**src/rtl/cpld_ramcfg_sync.sv**
```systemverilog
// Clocked capture of CPC RAM-configuration OUTs (port A15=0, data[7:6]=11) into a 6-bit block register.
// Optional glitch filter enabled by defining RAMCFG_FILTER_EN; otherwise a single qualifying sample accepts.
module cpld_ramcfg_sync #(
  parameter int          FILT_CYCLES = 2,
  parameter logic [5:0]  RESET_BLOCK = 6'b000000
) (
  input  logic       clk,
  input  logic       reset_b,
  input  logic       iorq_b,
  input  logic       m1_b,
  input  logic       wr_b,
  input  logic       adr15,
  input  logic [7:0] datain,
  output logic [5:0] ramblock_q,
  output logic       cfg_stb,
  output logic [7:0] cfg_count
);

  typedef enum logic [1:0] {S_IDLE, S_QUAL, S_HOLD} state_t;

  state_t     r_state, w_next;
  logic       r_iorq, r_m1, r_wr, r_a15;
  logic [7:0] r_data;
  logic [5:0] r_block;
  logic       r_stb;
  logic [7:0] r_count;
  logic       w_qual, w_accept;

`ifdef RAMCFG_FILTER_EN
  logic [2:0] r_fcnt, w_fcnt_nxt;
`endif

  // Single register stage on every bus pin; the FSM only ever looks at these.
  always_ff @(posedge clk or negedge reset_b) begin
    if (!reset_b) begin
      r_iorq <= 1'b1;
      r_m1   <= 1'b1;
      r_wr   <= 1'b1;
      r_a15  <= 1'b1;
      r_data <= 8'h00;
    end else begin
      r_iorq <= iorq_b;
      r_m1   <= m1_b;
      r_wr   <= wr_b;
      r_a15  <= adr15;
      r_data <= datain;
    end
  end

  assign w_qual = !r_iorq & r_m1 & !r_wr & !r_a15 & r_data[7] & r_data[6];

  always_comb begin
    w_next   = r_state;
    w_accept = 1'b0;
`ifdef RAMCFG_FILTER_EN
    w_fcnt_nxt = r_fcnt;
`endif
    case (r_state)
      S_IDLE: begin
        if (w_qual) begin
`ifdef RAMCFG_FILTER_EN
          if (FILT_CYCLES == 1) begin
            w_accept = 1'b1;
            w_next   = S_HOLD;
          end else begin
            w_fcnt_nxt = 3'd1;
            w_next     = S_QUAL;
          end
`else
          w_accept = 1'b1;
          w_next   = S_HOLD;
`endif
        end
      end
      S_QUAL: begin
`ifdef RAMCFG_FILTER_EN
        if (!w_qual) begin
          w_fcnt_nxt = 3'd0;
          w_next     = S_IDLE;
        end else if (r_fcnt == 3'(FILT_CYCLES - 1)) begin
          w_accept   = 1'b1;
          w_fcnt_nxt = 3'd0;
          w_next     = S_HOLD;
        end else begin
          w_fcnt_nxt = r_fcnt + 3'd1;
        end
`else
        w_next = S_IDLE;
`endif
      end
      // Wait out the rest of the I/O cycle so a long OUT is accepted once.
      S_HOLD: begin
        if (r_iorq) w_next = S_IDLE;
      end
      default: w_next = S_IDLE;
    endcase
  end

  always_ff @(posedge clk or negedge reset_b) begin
    if (!reset_b) begin
      r_state <= S_IDLE;
      r_block <= RESET_BLOCK;
      r_stb   <= 1'b0;
      r_count <= 8'h00;
    end else begin
      r_state <= w_next;
      r_stb   <= w_accept;
      if (w_accept) begin
        r_block <= r_data[5:0];
        r_count <= r_count + 8'd1;
      end
    end
  end

`ifdef RAMCFG_FILTER_EN
  always_ff @(posedge clk or negedge reset_b) begin
    if (!reset_b) r_fcnt <= 3'd0;
    else          r_fcnt <= w_fcnt_nxt;
  end
`endif

  assign ramblock_q = r_block;
  assign cfg_stb    = r_stb;
  assign cfg_count  = r_count;

endmodule

```
**config.mk**
```make
export PLATFORM = sky130hd
export DESIGN_NAME = cpld_ramcfg_sync
export DESIGN_NICKNAME = d
export VERILOG_FILES = /design/src/rtl/cpld_ramcfg_sync.sv
export SDC_FILE = /design/constraint.sdc
export NUM_CORES = 1
export LEC_CHECK = 0
export ABC_AREA = 1
export CAP_MARGIN = 10
export CORE_UTILIZATION = 30
export DETAILED_ROUTE_END_ITERATION = 10
export MAX_ROUTING_LAYER = met4
export PLACE_DENSITY = 0.57
export SLEW_MARGIN = 0
export SYNTH_ARGS = -nofsm -noshare
export SYNTH_HDL_FRONTEND = slang
export SYNTH_SLANG_ARGS = --single-unit
```
**constraint.sdc**
```tcl
create_clock -name clk -period 1.6 [get_ports clk]
set_input_delay 0.24 -clock clk [delete_from_list [all_inputs] [get_ports clk]]
set_output_delay 0.24 -clock clk [all_outputs]
set_load 0.01 [all_outputs]
```
## Word level (Yosys, flattened, before mapping)

Cells that the tools add are included.

- $add $sub $neg: 1
- Eq/ne operators: 3
- Muxes and demuxes: 5
- Bitwise gates (word level): 5
- Reduce and logical (&&, ||, !) cells: 5

Operators with widths:

| operator | count |
|---|---|
| adder 8 x 1 -> 8 bit, second input constant | 1 |
| bitwise AND 1 bit | 5 |
| 2-to-1 mux 2 bit | 2 |
| != test 2 bit, second input constant | 2 |
| one-hot mux 2 bit (2 select lines) | 1 |
| zero test 1 bit | 3 |
| == test 2 bit, second input constant | 1 |
| zero test 2 bit | 1 |
| 2-to-1 mux 1 bit | 2 |
| AND reduction 2 bit | 1 |

- Bits in registers: 29
- Input bits: 14
- Output and inout port bits: 15
- Word-level logic and storage cells: 28

## Depth between registers and ports, before layout

Gate-level depths: netlist of the first run.

- Depth after elaboration: 8
- Depth in mapped cells: 7
- Gate-level depth less buffers: 7

## Least setup slack after synthesis of the first run

No wires, ideal clock.

- Path type: register -> register
- Start point: register r_m1
- End point: register r_count[1] (netlist: cfg_count[1])
- Arrival: 1.089 ns
- Setup slack: 0.446 ns
- Stages on the path, launching flop included: 8
- Buffers on the path: 1
- Period minus slack after synthesis: 1.154 ns
- Cells stage by stage: dfstp_2 > inv_1 > nor2_2 > nand2_1 > nor2_4 > buf_6 > nand2_1 > nand2_1

- Cells in the longest elaborated chain, start to end: 7

RTL lines:

| what | line | RTL |
|---|---|---|
| start, declared | 22 | `logic r_iorq, r_m1, r_wr, r_a15;` |
| start signal, assigned | 43 | `r_m1 <= m1_b;` |
| bitwise AND 1 bit (5 in a row) | 50 | `assign w_qual = !r_iorq & r_m1 & !r_wr & !r_a15 & r_data[7] & r_data[6];` |
| 2-to-1 mux 1 bit | 60 | `if (w_qual) begin` |
| 2-to-1 mux 1 bit | 58 | `case (r_state)` |
| named net w_accept | 27 | `logic w_qual, w_accept;` |
| end signal, assigned | 110 | `r_count <= r_count + 8'd1;` |
| end, declared | 26 | `logic [7:0] r_count;` |

The timed path passes the listed nets, and every way through them passes these cells.
A chain may end at the register's enable or synchronous reset.

## Worst setup path after layout of the first run

- Start point: register r_count[3] (netlist: cfg_count[3])
- End point: output port cfg_count[3]

RTL lines:

| what | line | RTL |
|---|---|---|
| end, declared | 16 | `output logic [7:0] cfg_count` |

No word-level cell between the ends.

==> flow_metrics.py, run 1 <==
metrics = {
    "worst_setup_path": {
        "crit_family": "buffers and inverters",
        "cp_data_arrival_time_ns": 1.31,
        "path_buf_inv": 1,
        "cp_max_fanout": 6,
        "crit_path_start_kind": "register",
        "timing.critical_path.slowest_cell_delay_ns": 0.55,
        "cp_capture_type": "primary output",
        "crit_path_slowest_cell": "clkdlybuf4s50_1",
        "critical_path_class": "reg -> out",
        "crit_chain": "clkdlybuf4s50_1",
        "crit_required_ns": 1.36,
    },
    "grt": {
        "grt_usage_pct": 11.97,
        "grt_pass1_wl_mm": 3.298,
        "first_global_vias": 778,
        "grt_start_max_net_pins": 29,
        "grt.overflow.total": 0,
        "grt_antenna_before_repair": 0,
    },
    "floorplanning": {
        "die_w_um": 61.79,
        "floorplan.initialDensity_pct": 31.64,
        "top_level_ports": 29,
        "die_h_um": 61.79,
        "design.core.area_sq_um": 3390,
        "fp-row-count": 21,
        "fp.dieArea_sq_um": 3817,
    },
    "place": {
        "gp_congestion": 0.7226,
        "dpl-instance-area_sq_um": 1409,
        "port-buffer-count": 28,
        "place.detailed.hpwl_mm": 1.289,
        "dp_slack_ns": 0.2438,
    },
    "min_path": {
        "min_path_type": "in -> async",
    },
    "logic_synthesis": {
        "post_synth_mux_area_share_pct": 0,
        "synth_common_cells": "nand2_1 (49), dfrtp_1 (24), inv_1 (7), dfstp_2 (4)",
        "syn_inst": 108,
        "synth_xor_area_share_pct": 1.634,
        "synth.top_cells.by_area": "dfrtp_1 (56%), nand2_1 (17%), dfstp_2 (9.8%), inv_1 (2.5%), nor2_2 (1.8%)",
        "post_synth_and_or_nand_nor_area_fraction_pct": 26.02,
        "synth_top_flop_cell": "dfrtp_1",
        "synth_largest_area_cell": "dfrtp_1",
        "synthAdderAreaFrac_pct": 1.167,
        "postSynthNetCount": 123,
        "synth-async-reset-ratio_pct": 100.0,
        "proportion_of_synthesized_chip_area_in_sequential_cells_pct": 65.81,
        "main_combinational_cell_family_by_area_after_synthesis": "simple AND/OR/NAND/NOR gates",
        "avgSynthCellArea_sq_um": 9.929,
        "postSynthRegisterBits": 28,
        "synth.lib_cells_used.distinct": 18,
        "share_of_the_synthesized_area_in_compound_gates_ao_oa_aoi_oai_pct": 1.400,
        "synth_warnings": 0,
        "yosys.area.top_type_share_pct": 56.01,
        "synth-edff-count": 0,
        "mappedNetlistArea_sq_um": 1072,
        "yosysMostFrequentCell": "nand2_1",
    },
    "final_layout": {
        "num_antenna_cells": 0,
        "filler_cell_count": 338,
        "syn2layout_area_growth_pct": 42.01,
        "area.sequential_sq_um": 708.2,
        "multi_input_gate_area_in_the_final_layout_sq_um": 324.1,
        "final_net_count": 165,
        "fraction_of_layout_cells_with_a_size_suffix_above_1_pct": 17.45,
        "post-route-cell-area_sq_um": 1523,
    },
    "run": {
        "drv.max_cap_violation_count": 0,
    },
    "cts": {
        "cts_hold_repair_buffers": 0,
        "clock_tree.root_cell": "clkbuf_4",
        "cts_made_buffers": 3,
        "clk_pin_slew_worst_paths_ns": 0.14,
        "clock_insertion_delay_worst_skew_ns": 0.32,
        "numClockSinks": 28,
        "cts-root-to-sink-buffers": 2,
        "h-tree-depth": 1,
        "clock_tree_from_tritoncts": "yes",
    },
    "detailed_routing": {
        "post_drt_wl_per_cell_um": 10.15,
        "antenna_left": 0,
        "avgViaCountPerCell": 4.210,
        "dr_total_vias": 821,
        "drt_first_pass_iters": 4,
        "route.final.wire_length_mm": 1.980,
        "detailedRoute.firstIterationViolations": 45,
        "drc_errors_left": 0,
    },
    "sta": {
        "timing.fmax_ghz": 0.6451,
        "fin_worst_skew_ns": 0.004671,
        "timing_worst_slew_pin_value_ns": 0.3727,
        "setup_viol_count_final": 0,
        "post-route-worst-setup-slack_ns": 0.04988,
        "finalHoldViolCount": 0,
        "post-route-min-period_ns": 1.550,
        "drv_slew": 0,
        "maxSlewHeadroom_pct": 75.09,
        "final_cycle_share_pct": 96.88,
    },
    "power_and_ir_drop": {
        "power.density_nw_per_um2": 932.1,
        "vdd_ir_drop_max_uv": 484.7,
        "leakagePower_nw": 0.7463,
    },
    "outcome": {
        "result_of_the_run": "finished clean",
    },
}
[worst paths after layout]
| path | slack (ns) | to | depth (start not counted) | start |
|---|---|---|---|---|
| max | 0.05 | cfg_count[3] | 1 | cfg_count[3]$_DFFE_PN0P_ |
| min | 0.28 | cfg_count[4]$_DFFE_PN0P_ | 2 | reset_b |
| max reg2reg | 0.25 | cfg_count[5]$_DFFE_PN0P_ | 7 | r_m1$_DFF_PN1_ |
| min reg2reg | 0.47 | ramblock_q[4]$_DFFE_PN0P_ | 2 | r_data[4]$_DFF_PN0_ |
| max in group asynchronous | 1.02 | r_m1$_DFF_PN1_ | 2 | reset_b |
| min in group clk | 0.30 | r_wr$_DFF_PN1_ | 1 | wr_b |
[state kept, by name, summed over array words and instances (netlist names)]
| register | cells |
|---|---|
| cfg_count | 8 |
| cfg_stb | 1 |
| r_a15 | 1 |
| r_data | 8 |
| r_iorq | 1 |
| r_m1 | 1 |
| r_state | 1 |
| r_wr | 1 |
| ramblock_q | 6 |
[per-layer routing]
layer  vias up  track usage [%]  part of all wire, %
met2        25            19.20                   48
met3         0            1.863                  5.1
met1       383            15.59                   47
met5         -                -                    0
li1        413                -                    -
met4         0            3.810                    0
[kinds of logic after synthesis]
| group | after synthesis |
|---|---|
| buffers and inverters | 9 |
| xor gates and xnor gates | 2 |
| DFF | 28 |
| adders and majority gates | 1 |
| and+or+nand+nor | 65 |
| AOI/OAI and AO/OA | 3 |
[per-stage QoR]
stage / hold slack [ns] / utilization [%] / TNS (ns) / power, W / std cells
2_1_floorplan: -0.05559 / - / 0 / 0.0009209 / 108
3_3_place_gp: 0.4319 / 41.57 / 0 / 0.001079 / 182
3_5_place_dp: 0.4349 / 41.57 / 0 / 0.001083 / 182
4_1_cts: 0.2870 / 42.71 / 0 / 0.001426 / 186
5_1_grt: 0.2829 / 44.92 / -0.003866 / 0.001508 / 195
6_report: 0.2817 / 44.92 / 0 / 0.001419 / 195
[worst reg2reg max path: stages (launching register included)]
cell and delay [ns]:
dfstp_2 0.54, inv_1 0.04, nor2_2 0.08, nand2_1 0.09, nor2_4 0.31, nand2_1 0.09, nand2_1 0.07, nand2_1 0.04
[placed cells by master (no fill, tap or decap), types with 3 or more instances in the layout]
cell type | Yosys | layout
nand2_1 | 49 | 49
dlymetal6s2s_1 | 0 | 3
nor2_2 | 3 | 3
dfrtp_1 | 24 | 22
buf_4 | 0 | 11
o21ai_0 | 3 | 3
inv_1 | 7 | 7
clkbuf_4 | 0 | 3
dfstp_2 | 4 | 4
nor2_1 | 3 | 3
clkdlybuf4s50_1 | 0 | 25
nand3_1 | 3 | 3
[power by group]
part / total, W / leakage [nW] / internal [W] / switching [W]
clock network: 0.000333 / 0.0210 / 0.000139 / 0.000194
registers: 0.000819 / 0.347 / 0.000775 / 0.0000437
logic: 0.000267 / 0.378 / 0.000157 / 0.000110
[what timing repair did]
item                                    in CTS  in global routing
setup buffers                                0                  9
pin swaps                                    0                  0
endpoints found under the setup margin       2                  7
gates resized for setup                      2                  3
[final cells by class]
class / instances / share of cell area [%]
clock buffers: 4 / 2.383
inverters: 7 / 1.726
multi-input cells: 71 / 21.28
flip-flops and latches: 28 / 46.51
well taps: 46 / 3.780
repair buffers: 39 / 24.32
(Power assumes the default switching activity.)
==> run 2: changes to the inputs <==
- SLEW_MARGIN: 0 -> 40
==> results of run 2 <==
Same layout as run 1: the final DEF is identical, and so are final timing and power.
